===== src/rtl/pc_seq_pkg.sv =====
// Shared types and defaults for the picoMIPS PC sequencer.
// Optional single-step support is enabled with PC_SEQ_SINGLE_STEP_EN.
package pc_seq_pkg;
  typedef enum logic [2:0] {
    RUN, MULTI, WAIT_PRESS, WAIT_RELEASE, HALT, STEP_WAIT
  } seq_state_t;

  localparam int MUL_CYCLES_DEF   = 2;
  localparam int DEBOUNCE_CNT_DEF = 8;

  // Counter width for a modulus n, never narrower than one bit
  function automatic int cnt_w(input int n);
    return (n > 1) ? $clog2(n) : 1;
  endfunction
endpackage


===== src/rtl/sw_debounce.sv =====
// Two-flop synchroniser followed by a stability counter; out follows in
// only after DebounceCnt consecutive differing synchronised samples.
module sw_debounce import pc_seq_pkg::*; #(
  parameter int DebounceCnt = DEBOUNCE_CNT_DEF
) (
  input  logic clk,
  input  logic Reset,
  input  logic in,
  output logic out
);
  localparam int CW = cnt_w(DebounceCnt);
  localparam logic [CW-1:0] LAST = CW'(DebounceCnt - 1);

  logic          s1, s2;
  logic [CW-1:0] cnt;

  always_ff @(posedge clk or posedge Reset) begin
    if (Reset) begin
      s1  <= 1'b0;
      s2  <= 1'b0;
      cnt <= '0;
      out <= 1'b0;
    end else begin
      s1 <= in;
      s2 <= s1;
      if (s2 == out)
        cnt <= '0;
      else if (cnt == LAST) begin
        cnt <= '0;
        out <= ~out;
      end else
        cnt <= cnt + 1'b1;
    end
  end
endmodule


===== src/rtl/pc_sequencer.sv =====
// PC hold / advance sequencer for multi-cycle, wait-for-switch and halt
// instructions. Define PC_SEQ_SINGLE_STEP_EN to add the Step input.
module pc_sequencer import pc_seq_pkg::*; #(
  parameter int MulCycles   = MUL_CYCLES_DEF,
  parameter int DebounceCnt = DEBOUNCE_CNT_DEF
) (
  input  logic clk,
  input  logic Reset,
  input  logic isMulti,
  input  logic isWait,
  input  logic isHalt,
  input  logic SW,
`ifdef PC_SEQ_SINGLE_STEP_EN
  input  logic Step,
`endif
  output logic PCHold,
  output logic Advance,
  output logic Busy,
  output logic SwStable
);
  localparam int CW = cnt_w(MulCycles);
  localparam logic [CW-1:0] CNT_LOAD = (MulCycles > 1) ? CW'(MulCycles - 2) : '0;

  seq_state_t    state, nxt;
  logic [CW-1:0] cnt, cnt_nxt;
  logic          step_ok;

  sw_debounce #(.DebounceCnt(DebounceCnt)) u_sw_db (
    .clk(clk), .Reset(Reset), .in(SW), .out(SwStable)
  );

`ifdef PC_SEQ_SINGLE_STEP_EN
  logic step_db, step_prev;

  sw_debounce #(.DebounceCnt(DebounceCnt)) u_step_db (
    .clk(clk), .Reset(Reset), .in(Step), .out(step_db)
  );

  always_ff @(posedge clk or posedge Reset) begin
    if (Reset) step_prev <= 1'b0;
    else       step_prev <= step_db;
  end

  assign step_ok = step_db & ~step_prev;
`else
  assign step_ok = 1'b1;
`endif

  // Hold is the default; each branch releases the PC only on completion
  always_comb begin
    nxt     = state;
    cnt_nxt = cnt;
    PCHold  = 1'b1;
    case (state)
      RUN: begin
        if (isHalt)
          nxt = HALT;
        else if (isWait)
          nxt = WAIT_PRESS;
        else if (isMulti && (MulCycles > 1)) begin
          nxt     = MULTI;
          cnt_nxt = CNT_LOAD;
        end else begin
`ifdef PC_SEQ_SINGLE_STEP_EN
          nxt = STEP_WAIT;
`else
          PCHold = 1'b0;
`endif
        end
      end
      MULTI: begin
        if (cnt != '0)
          cnt_nxt = cnt - 1'b1;
        else if (step_ok) begin
          PCHold = 1'b0;
          nxt    = RUN;
        end
      end
      WAIT_PRESS: if (SwStable) nxt = WAIT_RELEASE;
      WAIT_RELEASE: begin
        if (!SwStable && step_ok) begin
          PCHold = 1'b0;
          nxt    = RUN;
        end
      end
`ifdef PC_SEQ_SINGLE_STEP_EN
      STEP_WAIT: begin
        if (step_ok) begin
          PCHold = 1'b0;
          nxt    = RUN;
        end
      end
`endif
      default: ;
    endcase
  end

  always_ff @(posedge clk or posedge Reset) begin
    if (Reset) begin
      state <= RUN;
      cnt   <= '0;
    end else begin
      state <= nxt;
      cnt   <= cnt_nxt;
    end
  end

  assign Advance = ~PCHold;
  assign Busy    = (state != RUN);
endmodule


===== config.mk =====
export PLATFORM = sky130hd
export DESIGN_NAME = pc_sequencer
export DESIGN_NICKNAME = d
export VERILOG_FILES = /design/src/rtl/pc_seq_pkg.sv /design/src/rtl/sw_debounce.sv /design/src/rtl/pc_sequencer.sv
export SDC_FILE = /design/constraint.sdc
export NUM_CORES = 1
export LEC_CHECK = 0
export BUFFER_PORTS_ARGS = -buffer_cell sky130_fd_sc_hd__buf_2
export CAP_MARGIN = 20
export CORE_AREA = 2 2 39 41
export CTS_CLUSTER_SIZE = 12
export DETAILED_ROUTE_END_ITERATION = 16
export DIE_AREA = 0 0 41 43
export HOLD_SLACK_MARGIN = 0.02
export PLACE_DENSITY = 0.46
export SLEW_MARGIN = 10
export SYNTH_ARGS = -nofsm -noshare
export SYNTH_HDL_FRONTEND = slang
export SYNTH_SLANG_ARGS = --single-unit

===== constraint.sdc =====
create_clock -name clk -period 1.7 [get_ports clk]
set_input_delay 0.085 -clock clk [delete_from_list [all_inputs] [get_ports clk]]
set_output_delay 0.085 -clock clk [all_outputs]
set_load 0.05 [all_outputs]

Word-level counts from Yosys, hierarchy flattened
Cells that the tools add are included.
{"block": "classes", "reduce_logical": 7, "n_addsub": 2, "eq_ne": 12, "bitwise": 3, "mux": 20}
{"op": "$mux W3", "n": 8}
{"op": "$pmux W3 S4", "n": 1}
{"op": "$ne A2 B2 Y1 const B", "n": 5}
{"op": "$mux W1", "n": 9}
{"op": "$eq A3 B2 Y1 const B", "n": 2}
{"op": "$reduce_and A5 Y1", "n": 1}
{"op": "$ne A4 B4 Y1 const B", "n": 1}
{"op": "$reduce_and A4 Y1", "n": 1}
{"op": "$reduce_bool A4 Y1", "n": 1}
{"op": "$add A3 B1 Y3 const B", "n": 1}
{"op": "$eq A3 B1 Y1 const B", "n": 1}
{"op": "$eq A3 B3 Y1 const B", "n": 1}
{"op": "$logic_not A3 Y1", "n": 1}
{"op": "$not A1 Y1", "n": 3}
{"op": "$pmux W1 S3", "n": 1}
{"op": "$reduce_bool A3 Y1", "n": 1}
{"op": "$ne A2 B1 Y1 const B", "n": 1}
{"op": "$pmux W1 S2", "n": 1}
{"op": "$reduce_and A2 Y1", "n": 1}
{"op": "$reduce_bool A2 Y1", "n": 1}
{"op": "$eq A1 B1 Y1", "n": 1}
{"op": "$sub A1 B1 Y1 const B", "n": 1}
{"block": "word_totals", "register_bits": 10, "in_bits": 6}

Longest topological paths before layout
{"block": "logic_depth", "word_depth": 5, "mapped_depth": 3, "depth_no_buf": 3}

Hierarchy
A second synthesis with hierarchy kept.
{"block": "unflattened", "cells_unflattened": 35, "hier_area_um2": 399.1}
{"mod": "sw_debounce", "cells_per_inst": 14, "instances": 1, "seq_area_each_um2": 150.1, "area_each_um2": 224.0}
{"mod": "pc_sequencer", "cells_per_inst": 21, "instances": 1, "seq_area_each_um2": 75.1, "area_each_um2": 175.2}

Least setup slack after synthesis
No wires, ideal clock.
{"block": "synth_timing", "kind": "reg-to-output", "start": "reg state[0]", "end": "out Advance", "t_required_ns": 1.615, "setup_slack_ns": -0.526, "n_path_buf": 0, "path_stages_with_launch": 4, "arrival_time_ns": 2.141, "path_cell_list": "dfrtp_1 -> or2_1 -> or3_1 -> o31ai_1"}
{"block": "synth_via", "elab_chain_cells": 3, "word_cells_on_any_way": 5, "cone_classes": "2 x eq/ne; 1 x mux; 1 x bitwise; 1 x reduce/logical"}
{"element": "from (decl)", "line": "pc_sequencer.sv:24", "source": "seq_state_t state, nxt;"}
{"element": "from (signal assigned)", "line": "pc_sequencer.sv:103", "source": "state <= nxt;"}
{"element": "$eq A3 B2 Y1, or another cell as far along", "line": "pc_sequencer.sv:54", "source": "case (state)"}
{"element": "$pmux W1 S3 *", "line": "pc_sequencer.sv:54"}
{"element": "$not A1 Y1 *", "line": "pc_sequencer.sv:108", "source": "assign Advance = ~PCHold;"}
{"element": "to (decl)", "line": "pc_sequencer.sv:17", "source": "output logic Advance,"}
Every way passes the cells marked *; elsewhere a longest branch is shown, timed or not.

Worst setup path after layout
{"block": "layout_timing", "start": "reg state[0]", "end": "out PCHold"}
{"block": "layout_via", "elab_chain_cells": 2, "word_cells_on_any_way": 4, "cone_classes": "2 x eq/ne; 1 x mux; 1 x reduce/logical"}
{"element": "$eq A3 B2 Y1, or another cell as far along", "line": "pc_sequencer.sv:54"}
{"element": "$pmux W1 S3 *", "line": "pc_sequencer.sv:54"}
{"element": "to (decl)", "line": "pc_sequencer.sv:16", "source": "output logic PCHold,"}
Marks and branches as above.

==> summary.md <==
| Metric | Value |
|---|---|
| Max Cap Viol | `0` |
| CTS tree | `yes` |
| Fin cells | `67` |
| Die width | `slightly above 40 µm` |
| Vias per cell | `4.66` |
| Worst-skew pair later-pin latency | `250 ps` |
| Clk slew on worst S/H paths | `60 ps` |
| Register bit count reported by yosys | `9` |
| Register area share after synthesis | `57.9%` |
| PwrDens | `1030 nW/µm²` |
| Worst Setup End Kind | `output port` |
| Chip height | `43 µm` |
| Layout cell share with drive strength beyond 1 | `39.2%` |
| Synth cell types | `20` |
| Critical path type | `register to output port` |
| Post-Synthesis Cells | `33` |
| Worst Path Arrival | `roughly 1600 ps` |
| Startpoint class of the critical path | `register` |
| Largest net degree at the start of global routing | `10` |
| Rows | `14` |
| H-tree Lvls | `1` |
| Mapped Nets | `a little over 40` |
| Final Util | `40.1%` |
| Outcome | `finished, violations left` |
| Clock skew | `roughly 4.7 ps` |
| Initial antenna violation count | `0` |
| Final RePlAce weighted congestion | `0.725` |
| Lkg Pwr | `0.275 nW` |
| Tightest Pin Transition | `331 ps` |
| Vias in the first global route | `370` |
| Global Route Usage Sum | `13.3%` |
| Yosys warning count | `0` |
| Core footprint | `~1400 µm²` |
| Diodes inserted | `0` |
| Unrepaired setup endpoints after global routing | `yes` |
| Post-synthesis cell area | `389 µm²` |
| Fillers | `133` |
| Peak VDD IR | `418 µV` |
| Hold crit path type | `input pin to register` |
| Vias after detailed routing | `312` |
| Clock buffer depth | `2` |
| Total CTS buffers | `3` |
| Max Slew Vio Count | `0` |
| Placed cells | `58` |
| Initial core utilization | `28.1%` |
| Post-Layout Inst Area | `554 µm²` |
| Final Hold Vio Count | `0` |
| CP max FO | `2` |
| Area Growth Syn to Fin | `42.4%` |
| GR Overflow Total | `0` |
| WL per Instance | `12.1 µm` |
| Setup TNS | `-26.5 ps` |
| Failing checks | `negative setup slack` |
| Max Fclk | `579 MHz` |
| Port buffer count | `9` |
| Min Tclk post-route | `1730 ps` |
| HPWL Detailed | `633 µm` |
| Hold slack | `141 ps` |
| Syn avg cell area | `11.8 µm²` |
| I/O Pins | `10` |
| Root Buffer | `clkbuf_4` |
| Clock Sinks | `9` |
| Iter 0 DRT Violations | `8` |
| Max_slew headroom | `77.9%` |
| First-pass GRT wire length | `1510 µm` |
| Fin crit share | `102%` |
| # DRC | `0` |
| Total Wirelength | `about 800 µm` |
| Die area | `about 1800 µm²` |
| Routed Antenna Nets | `0` |
| Fin worst setup slack | `-26.5 ps` |
| Final setup viols | `1` |
| Post-DP Area | `468 µm²` |
| First-pass iteration count of the detailed router | `4` |
| Post-layout nets | `60` |
| CP Data Required Time | `about 1600 ps` |
## path summary, 6_finish.rpt
check	start	endpoint	slack (ps)	depth (start not counted)
hold / removal	isHalt	state[2]	140	3
min in group asynchronous	Reset	u_sw_db.cnt[0]	320	3
setup / recovery	state[0]	PCHold	-30	4
setup reg to reg	state[0]	state[0]	510	4
max in group asynchronous	Reset	u_sw_db.s1	1130	3
hold reg to reg	u_sw_db.s1	u_sw_db.s2	360	0
## critical path: stages (launching register included)
cell,delay [ps]
dfrtp_1,370
or2_1,250
or3_4,350
o31a_1,260
buf_6,150
## kinds of logic (layout without fill, tap and decap cells)
family                   after synthesis  after routing  share of synthesized area, %
multiplexers                           1              1                          2.89
AO/OA/AOI/OAI                          7              7                          12.5
XOR/XNOR                               1              1                          2.25
adder cells (fa/ha/maj)                2              2                          6.43
AND/OR/NAND/NOR                       10             10                          15.1
buffers and inverters                  3             21                          2.89
flip-flops                             9              9                          57.9
## routing by layer
layer | GRT usage (%) | up-vias | share of wire, %
met5 | 0 | - | 0
met4 | 8.00 | 0 | 0
met3 | 4.19 | 0 | 5.9
met2 | 19.1 | 11 | 49
met1 | 16.6 | 147 | 45
li1 | - | 154 | -
## through the flow
stage | setup slack (ps) | power [W]
2_1_floorplan | 130 | 0.000372
3_3_place_gp | 155 | 0.000404
3_5_place_dp | 106 | 0.000415
4_1_cts | -31.7 | 0.000585
5_1_grt | -95.3 | 0.000619
6_report | -26.5 | 0.000573
## where the power goes
part           internal [W]  switching [W]
Combinational     0.0000545      0.0000783
Clock             0.0000900      0.0000681
Sequential         0.000254      0.0000272
Total              0.000399       0.000174
## layout make-up
class / instances / area, µm² / area share [%]
repair buffers: 14 / 100 / 18.1
multi-input cells: 21 / 171 / 30.9
clock buffers: 4 / 26.3 / 4.74
inverters: 3 / 11.3 / 2.03
flip-flops and latches: 9 / 225 / 40.6
well taps: 16 / 20.0 / 3.61
## cell usage in the layout, fill, tap and decap left out
cell and count:
o31ai_4 1, mux2_2 1, buf_2 7, nor4_1 1, or2_1 1, o31a_1 1
dfrtp_1 9, a31oi_1 1, nor3b_1 1, nand3_1 1, nand2_1 1, ha_1 2
buf_6 2, inv_1 3, or3_2 1, buf_4 3, xor2_1 1, dlygate4sd3_1 2
and2_1 2, nor2_1 1, a221o_2 1, clkbuf_4 3, or3_4 1, a21oi_1 1
clkbuf_1 1, o21ai_0 2
## cell usage after synthesis
cell,n,share of area [%]
inv_1,3,2.9
o21ai_0,2,2.6
nand3_1,1,1.3
and2_1,2,3.2
xor2_1,1,2.3
a31oi_1,1,1.6
dfrtp_1,9,58
o31ai_1,1,1.9
nor2_1,1,0.96
mux2_2,1,2.9
or3_1,1,1.6
a221o_2,1,2.9
ha_1,2,6.4
nor4_1,1,1.6
o31a_1,1,2.3
a21oi_1,1,1.3
nor3b_1,1,1.9
nand2_1,1,0.96
or2_1,1,1.6
or3_2,1,1.9
## repair_timing
item	CTS	global route
hold buffers	2	0
hold endpoints to repair	10	0
gates resized for setup	5	0
setup buffers	3	0
endpoints found under the setup margin	2	2
## sequential cells by signal (all words and copies together), names as in the netlist
signal       flops
u_sw_db.s2       1
u_sw_db.cnt      3
state            3
u_sw_db.s1       1
u_sw_db.out      1
Note: power is estimated with default switching activity, not from simulation.
